File: src/rtl/uart_cmd_rx.sv
// uart_cmd_rx: 8N1 UART receiver that holds the last correctly framed byte
// on cmd for the waveform-parameter selector, with valid/error strobes.
module uart_cmd_rx #(
  parameter int unsigned CLK_FREQ = 50_000_000,
  parameter int unsigned BAUD     = 115200
) (
  input  logic       clk,
  input  logic       rst_n,
  input  logic       rx,
  output logic [7:0] cmd,
  output logic       cmd_valid,
  output logic       frame_err,
  output logic       busy
);

  localparam int unsigned CLKS_PER_BIT = CLK_FREQ / BAUD;
  localparam int unsigned HALF_BIT     = CLKS_PER_BIT / 2;
  localparam int unsigned CNT_W        = (CLKS_PER_BIT > 1) ? $clog2(CLKS_PER_BIT) : 1;

  if (CLKS_PER_BIT < 4) begin : g_bad_baud
    $error("uart_cmd_rx: CLK_FREQ/BAUD must be at least 4");
  end

  typedef enum logic [2:0] {
    S_IDLE      = 3'd0,
    S_START     = 3'd1,
    S_DATA      = 3'd2,
    S_STOP      = 3'd3,
    S_WAIT_HIGH = 3'd4
  } state_e;

  state_e           state_q, state_d;
  logic             rx_meta_q, rxs_q, rxs_d_q;
  logic [CNT_W-1:0] cnt_q, cnt_d;
  logic [2:0]       bit_idx_q, bit_idx_d;
  logic [7:0]       shift_q, shift_d;
  logic [7:0]       cmd_q, cmd_d;
  logic             cmd_valid_q, cmd_valid_d;
  logic             frame_err_q, frame_err_d;
  logic             busy_q, busy_d;
  logic             tick_c;

  // Two-flop synchroniser plus a delayed copy for falling-edge detection
  always_ff @(posedge clk or negedge rst_n) begin
    if (!rst_n) begin
      rx_meta_q <= 1'b1;
      rxs_q     <= 1'b1;
      rxs_d_q   <= 1'b1;
    end else begin
      rx_meta_q <= rx;
      rxs_q     <= rx_meta_q;
      rxs_d_q   <= rxs_q;
    end
  end

  // Sample point: mid start bit in START, one full bit period in DATA/STOP
  always_comb begin
    tick_c = 1'b0;
    case (state_q)
      S_START:        tick_c = (cnt_q == CNT_W'(HALF_BIT - 1));
      S_DATA, S_STOP: tick_c = (cnt_q == CNT_W'(CLKS_PER_BIT - 1));
      default:        tick_c = 1'b0;
    endcase
  end

  // FSM state register
  always_ff @(posedge clk or negedge rst_n) begin
    if (!rst_n) state_q <= S_IDLE;
    else        state_q <= state_d;
  end

  // FSM next-state logic
  always_comb begin
    state_d = state_q;
    case (state_q)
      S_IDLE:      if (rxs_d_q && !rxs_q)            state_d = S_START;
      S_START:     if (tick_c)                       state_d = rxs_q ? S_IDLE : S_DATA;
      S_DATA:      if (tick_c && bit_idx_q == 3'd7)  state_d = S_STOP;
      S_STOP:      if (tick_c)                       state_d = rxs_q ? S_IDLE : S_WAIT_HIGH;
      S_WAIT_HIGH: if (rxs_q)                        state_d = S_IDLE;
      default:                                       state_d = S_IDLE;
    endcase
  end

  // Datapath and output next values; counter restarts on each sample and state change
  always_comb begin
    cnt_d       = '0;
    bit_idx_d   = bit_idx_q;
    shift_d     = shift_q;
    cmd_d       = cmd_q;
    cmd_valid_d = 1'b0;
    frame_err_d = 1'b0;
    busy_d      = (state_q != S_IDLE);
    if ((state_q == S_START || state_q == S_DATA || state_q == S_STOP) &&
        (state_d == state_q) && !tick_c) begin
      cnt_d = cnt_q + CNT_W'(1);
    end
    case (state_q)
      S_START: if (tick_c) bit_idx_d = 3'd0;
      S_DATA: begin
        if (tick_c) begin
          shift_d   = {rxs_q, shift_q[7:1]};
          bit_idx_d = bit_idx_q + 3'd1;
        end
      end
      S_STOP: begin
        if (tick_c) begin
          if (rxs_q) begin
            cmd_d       = shift_q;
            cmd_valid_d = 1'b1;
          end else begin
            frame_err_d = 1'b1;
          end
        end
      end
      default: ;
    endcase
  end

  // Datapath and output registers
  always_ff @(posedge clk or negedge rst_n) begin
    if (!rst_n) begin
      cnt_q       <= '0;
      bit_idx_q   <= 3'd0;
      shift_q     <= 8'h00;
      cmd_q       <= 8'h00;
      cmd_valid_q <= 1'b0;
      frame_err_q <= 1'b0;
      busy_q      <= 1'b0;
    end else begin
      cnt_q       <= cnt_d;
      bit_idx_q   <= bit_idx_d;
      shift_q     <= shift_d;
      cmd_q       <= cmd_d;
      cmd_valid_q <= cmd_valid_d;
      frame_err_q <= frame_err_d;
      busy_q      <= busy_d;
    end
  end

  assign cmd       = cmd_q;
  assign cmd_valid = cmd_valid_q;
  assign frame_err = frame_err_q;
  assign busy      = busy_q;

endmodule

File: config.mk
export PLATFORM = sky130hd
export DESIGN_NAME = uart_cmd_rx
export DESIGN_NICKNAME = d
export VERILOG_FILES = /design/src/rtl/uart_cmd_rx.sv
export SDC_FILE = /design/constraint.sdc
export NUM_CORES = 1
export LEC_CHECK = 0
export CAP_MARGIN = 15
export CORE_UTILIZATION = 35
export DETAILED_ROUTE_END_ITERATION = 6
export SLEW_MARGIN = 5
export SYNTH_ARGS = -nofsm -noshare
export SYNTH_HDL_FRONTEND = slang
export SYNTH_SLANG_ARGS = --single-unit
File: constraint.sdc
create_clock -name clk -period 2.7 [get_ports clk]
set_clock_uncertainty 0.1 [all_clocks]
set_input_delay 0.405 -clock clk [delete_from_list [all_inputs] [get_ports clk]]
set_output_delay 0.405 -clock clk [all_outputs]
set_load 0.01 [all_outputs]
==> key figures <==
Setup path
  – Slowest stage delay, CP: ~470 ps
  – CP startpoint: state_q[2]
  – Slowest stage cell, crit path: and4_1
  – CP Max Fanout: 8
  – Slack of the worst reg-to-reg path: 690 ps
  – RR Endpoint: shift_q[7]
  – Element type at the critical path start: flip-flop
  – CP Capture Type: flip-flop
  – Critical path data required time: 2770 ps
  – Worst R2R Path Depth: 4
  – Crit path cell chain: nor2b_2 -> and4_1 -> o2111ai_4 -> mux2_2
  – CP Class: flip-flop to flip-flop
  – Data arrival time of the critical path: 2080 ps
  – FF-to-FF Start: state_q[2]

Finish
  – Ant. Diodes: 0
  – Most frequent cells in the layout: dfrtp_1, mux2_2, clkdlybuf4s50_1
  – Post-Layout Cell Count: 200
  – Proportion of layout cells with a drive suffix above 1: 23.0%
  – Commonest non-fill, non-tap cell in the layout: dfrtp_1
  – Filler cells: just over 400
  – # nets final: 153
  – Synth-to-Final Area Change: 17.7%

Job
  – Max_cap viols: 0

STA
  – Worst slew pin tran: around 1100 ps
  – Final Hold Fails: 0
  – Final worst path period share: around three quarters
  – Post-route minimum period: 2010 ps
  – Max Clk Rate: ~0.50 GHz
  – Setup violations, final: 0
  – Final Max Slew Viols: 0
  – Unrepaired setup endpoints after global routing: no
  – Slew headroom: 28.7%
  – TNS Setup: 0 ps

Outcome
  – Status: complete, no violations

Synthesis
  – Sequential fraction of the synthesis area: a little under three fifths
  – Post-synthesis xor/xnor area fraction: 3.68%
  – Synthesized cell area: between 1500 and 2000 µm²
  – Warnings from Yosys: 0
  – Library cells used by synthesis: 33
  – Largest family of logic cells by synthesized area: simple AND/OR/NAND/NOR gates
  – Yosys top cell by area: dfrtp_1
  – Area contributors post-synth: dfrtp_1, mux2_2, dfstp_2
  – Compound-Gate Fraction of Synth Area: 11.2%
  – Fraction of the mapped netlist area in adder cells: 2.25%
  – Simple-Gate Fraction of Synth Area: 13.9%
  – Ys async rst share: 100%
  – Top cell type's share of synthesized area: between 50% and 60%
  – Average size of a mapped cell: about 13 µm²
  – Cells after synthesis: 130
  – Syn Nets: 136
  – Synth Register Bits: 37
  – Number of flops mapped to enable cells by yosys: 0
  – Synth Flop Type: dfrtp_1
  – Post-synthesis mux area share: a little over a tenth

Power and ir drop
  – Power Density: 668 nW/µm²
  – Leakage: 0.850 nW
  – Tot Pwr: 1.31 mW
  – Max IR drop VDD: 0.000305 V

Clocking
  – TritonCTS clock tree: done
  – Htree depth: 2
  – Worst skew pair latency: 290 ps
  – Clock Sinks: 37
  – Reg clk slew, reported paths: roughly 80 ps
  – Cts bufs inserted: 5
  – Post-cts resize count: 0
  – Clk buf depth: 2
  – Total setup buffers inserted after CTS: 0
  – CTS root buf: clkbuf_8
  – Hold-fix buffers, CTS: 0

Route
  – Post-DRT Antenna Nets: 0
  – Vias: 1075
  – Drt pass-1 iters: 6
  – WL/cell: 14.4 µm
  – DR DRC count: 0
  – Final WL: between 2 and 3 mm
  – Vias per inst: approximately 5.4
  – DR iter-0 viols: 60

GRT
  – Pin count of the biggest net entering global routing: 38
  – First-pass GRT wire length: 5.22 mm
  – Gr usage total: 13.5%
  – Total grt overflow: 0
  – Initial antenna violation count: 0
  – Vias in the first global route: ~1100

Floorplanning
  – Rows: 24
  – # IOs: 14
  – Die ar.: 5040 µm²
  – Core Footprint: 4470 µm²
  – Effective utilization at floorplan: 37.2%
  – Die height: 71.0 µm
  – Width of the die: 71.0 µm

Worst hold path
  – HP Class: primary input to asynchronous set/reset pin

Place
  – Final GP Congestion: 0.826
  – Post-placement cell count: 192
  – Detail Placement HPWL: 2.04 mm
  – Number of port buffers: 13
power breakdown:
| group | total [mW] | leakage [nW] | internal, mW | switching, mW |
|---|---|---|---|---|
| clock network | 0.478 | 0.0543 | 0.276 | 0.202 |
| logic | 0.140 | 0.313 | 0.0732 | 0.0667 |
| registers | 0.692 | 0.483 | 0.610 | 0.0818 |
sequential cells by signal, summed over array words and instances (netlist names):
register and cells:
rxs_d_q 1, shift_q 8, bit_idx_q 3, rx_meta_q 1
state_q 3, rxs_q 1, cmd_valid 1, frame_err 1
cnt_q 9, busy 1, cmd 8
cells in the mapped netlist (2+ instances only):
cell type  count
nor2_1         3
o2111ai_1      5
nand2_1        7
inv_1          6
clkbuf_1       2
mux2_2        16
o2111ai_4      2
nand4_1        3
dfrtp_1       34
dfstp_2        3
o211ai_1       3
and4_1         2
a21oi_1        3
o21ai_0        2
nor3_1         9
ha_1           3
nor3b_1        3
buf_2          2
nand3_1        3
xor2_1         6
kinds of logic (layout without fill, tap and decap cells):
group                    count (synthesis)  after routing
XOR/XNOR                                 7              7
adder cells (fa/ha/maj)                  3              3
multiplexers                            16             16
AO/OA/AOI/OAI                           19             19
flip-flops                              37             37
AND/OR/NAND/NOR                         38             38
buffers and inverters                   10             28
layer usage:
metal | up-vias | wire (µm) | part of all wire [%] | global-route usage [%]
met3 | 2 | 126 | 4.4 | 4.84
met5 | - | 0 | 0 | 0
met2 | 21 | 1420 | 49 | 21.6
met1 | 538 | 1320 | 46 | 16.7
li1 | 514 | - | - | -
met4 | 0 | 17 | 0.59 | 5.33
worst max path at each step:
stage                   end  slack (ps)  cells after the start
2_1_floorplan        cmd[0]         840                      4
3_3_place_gp   bit_idx_q[0]         700                      4
3_5_place_dp   bit_idx_q[1]         650                      4
4_1_cts        bit_idx_q[1]         660                      4
5_1_grt              cmd[6]         530                      4
6_report         shift_q[7]         690                      4
per-stage QoR:
| step | instance area (µm²) | hold WS, ps | setup WS [ps] | util [%] |
|---|---|---|---|---|
| after floorplan | 1670 | 9.41 | 841 | - |
| after global placement | 1850 | 248 | 696 | 41.3 |
| after detailed placement | 1850 | 248 | 654 | 41.3 |
| after CTS | 1960 | 123 | 660 | 43.8 |
| after global routing | 1960 | 141 | 532 | 43.8 |
| final | 1960 | 92.0 | 691 | 43.8 |
critical path: cells and delay by family (launching register included):
kind               cells  cell delay [ps]
muxes                  1              340
AOI/OAI and AO/OA      1              250
DFF                    1              460
and+or+nand+nor        2              740
area by class of cell:
| cell class | count | area [µm²] | share of cell area, % |
|---|---|---|---|
| clock buffers | 5 | 68.8 | 3.51 |
| clock inverters | 3 | 46.3 | 2.36 |
| inverters | 6 | 22.5 | 1.15 |
| multi-input cells | 83 | 697 | 35.5 |
| flip-flops and latches | 37 | 930 | 47.4 |
| well taps | 52 | 65.1 | 3.32 |
| repair buffers | 14 | 133 | 6.76 |
No activity file was read; power rests on OpenSTA's default activity.
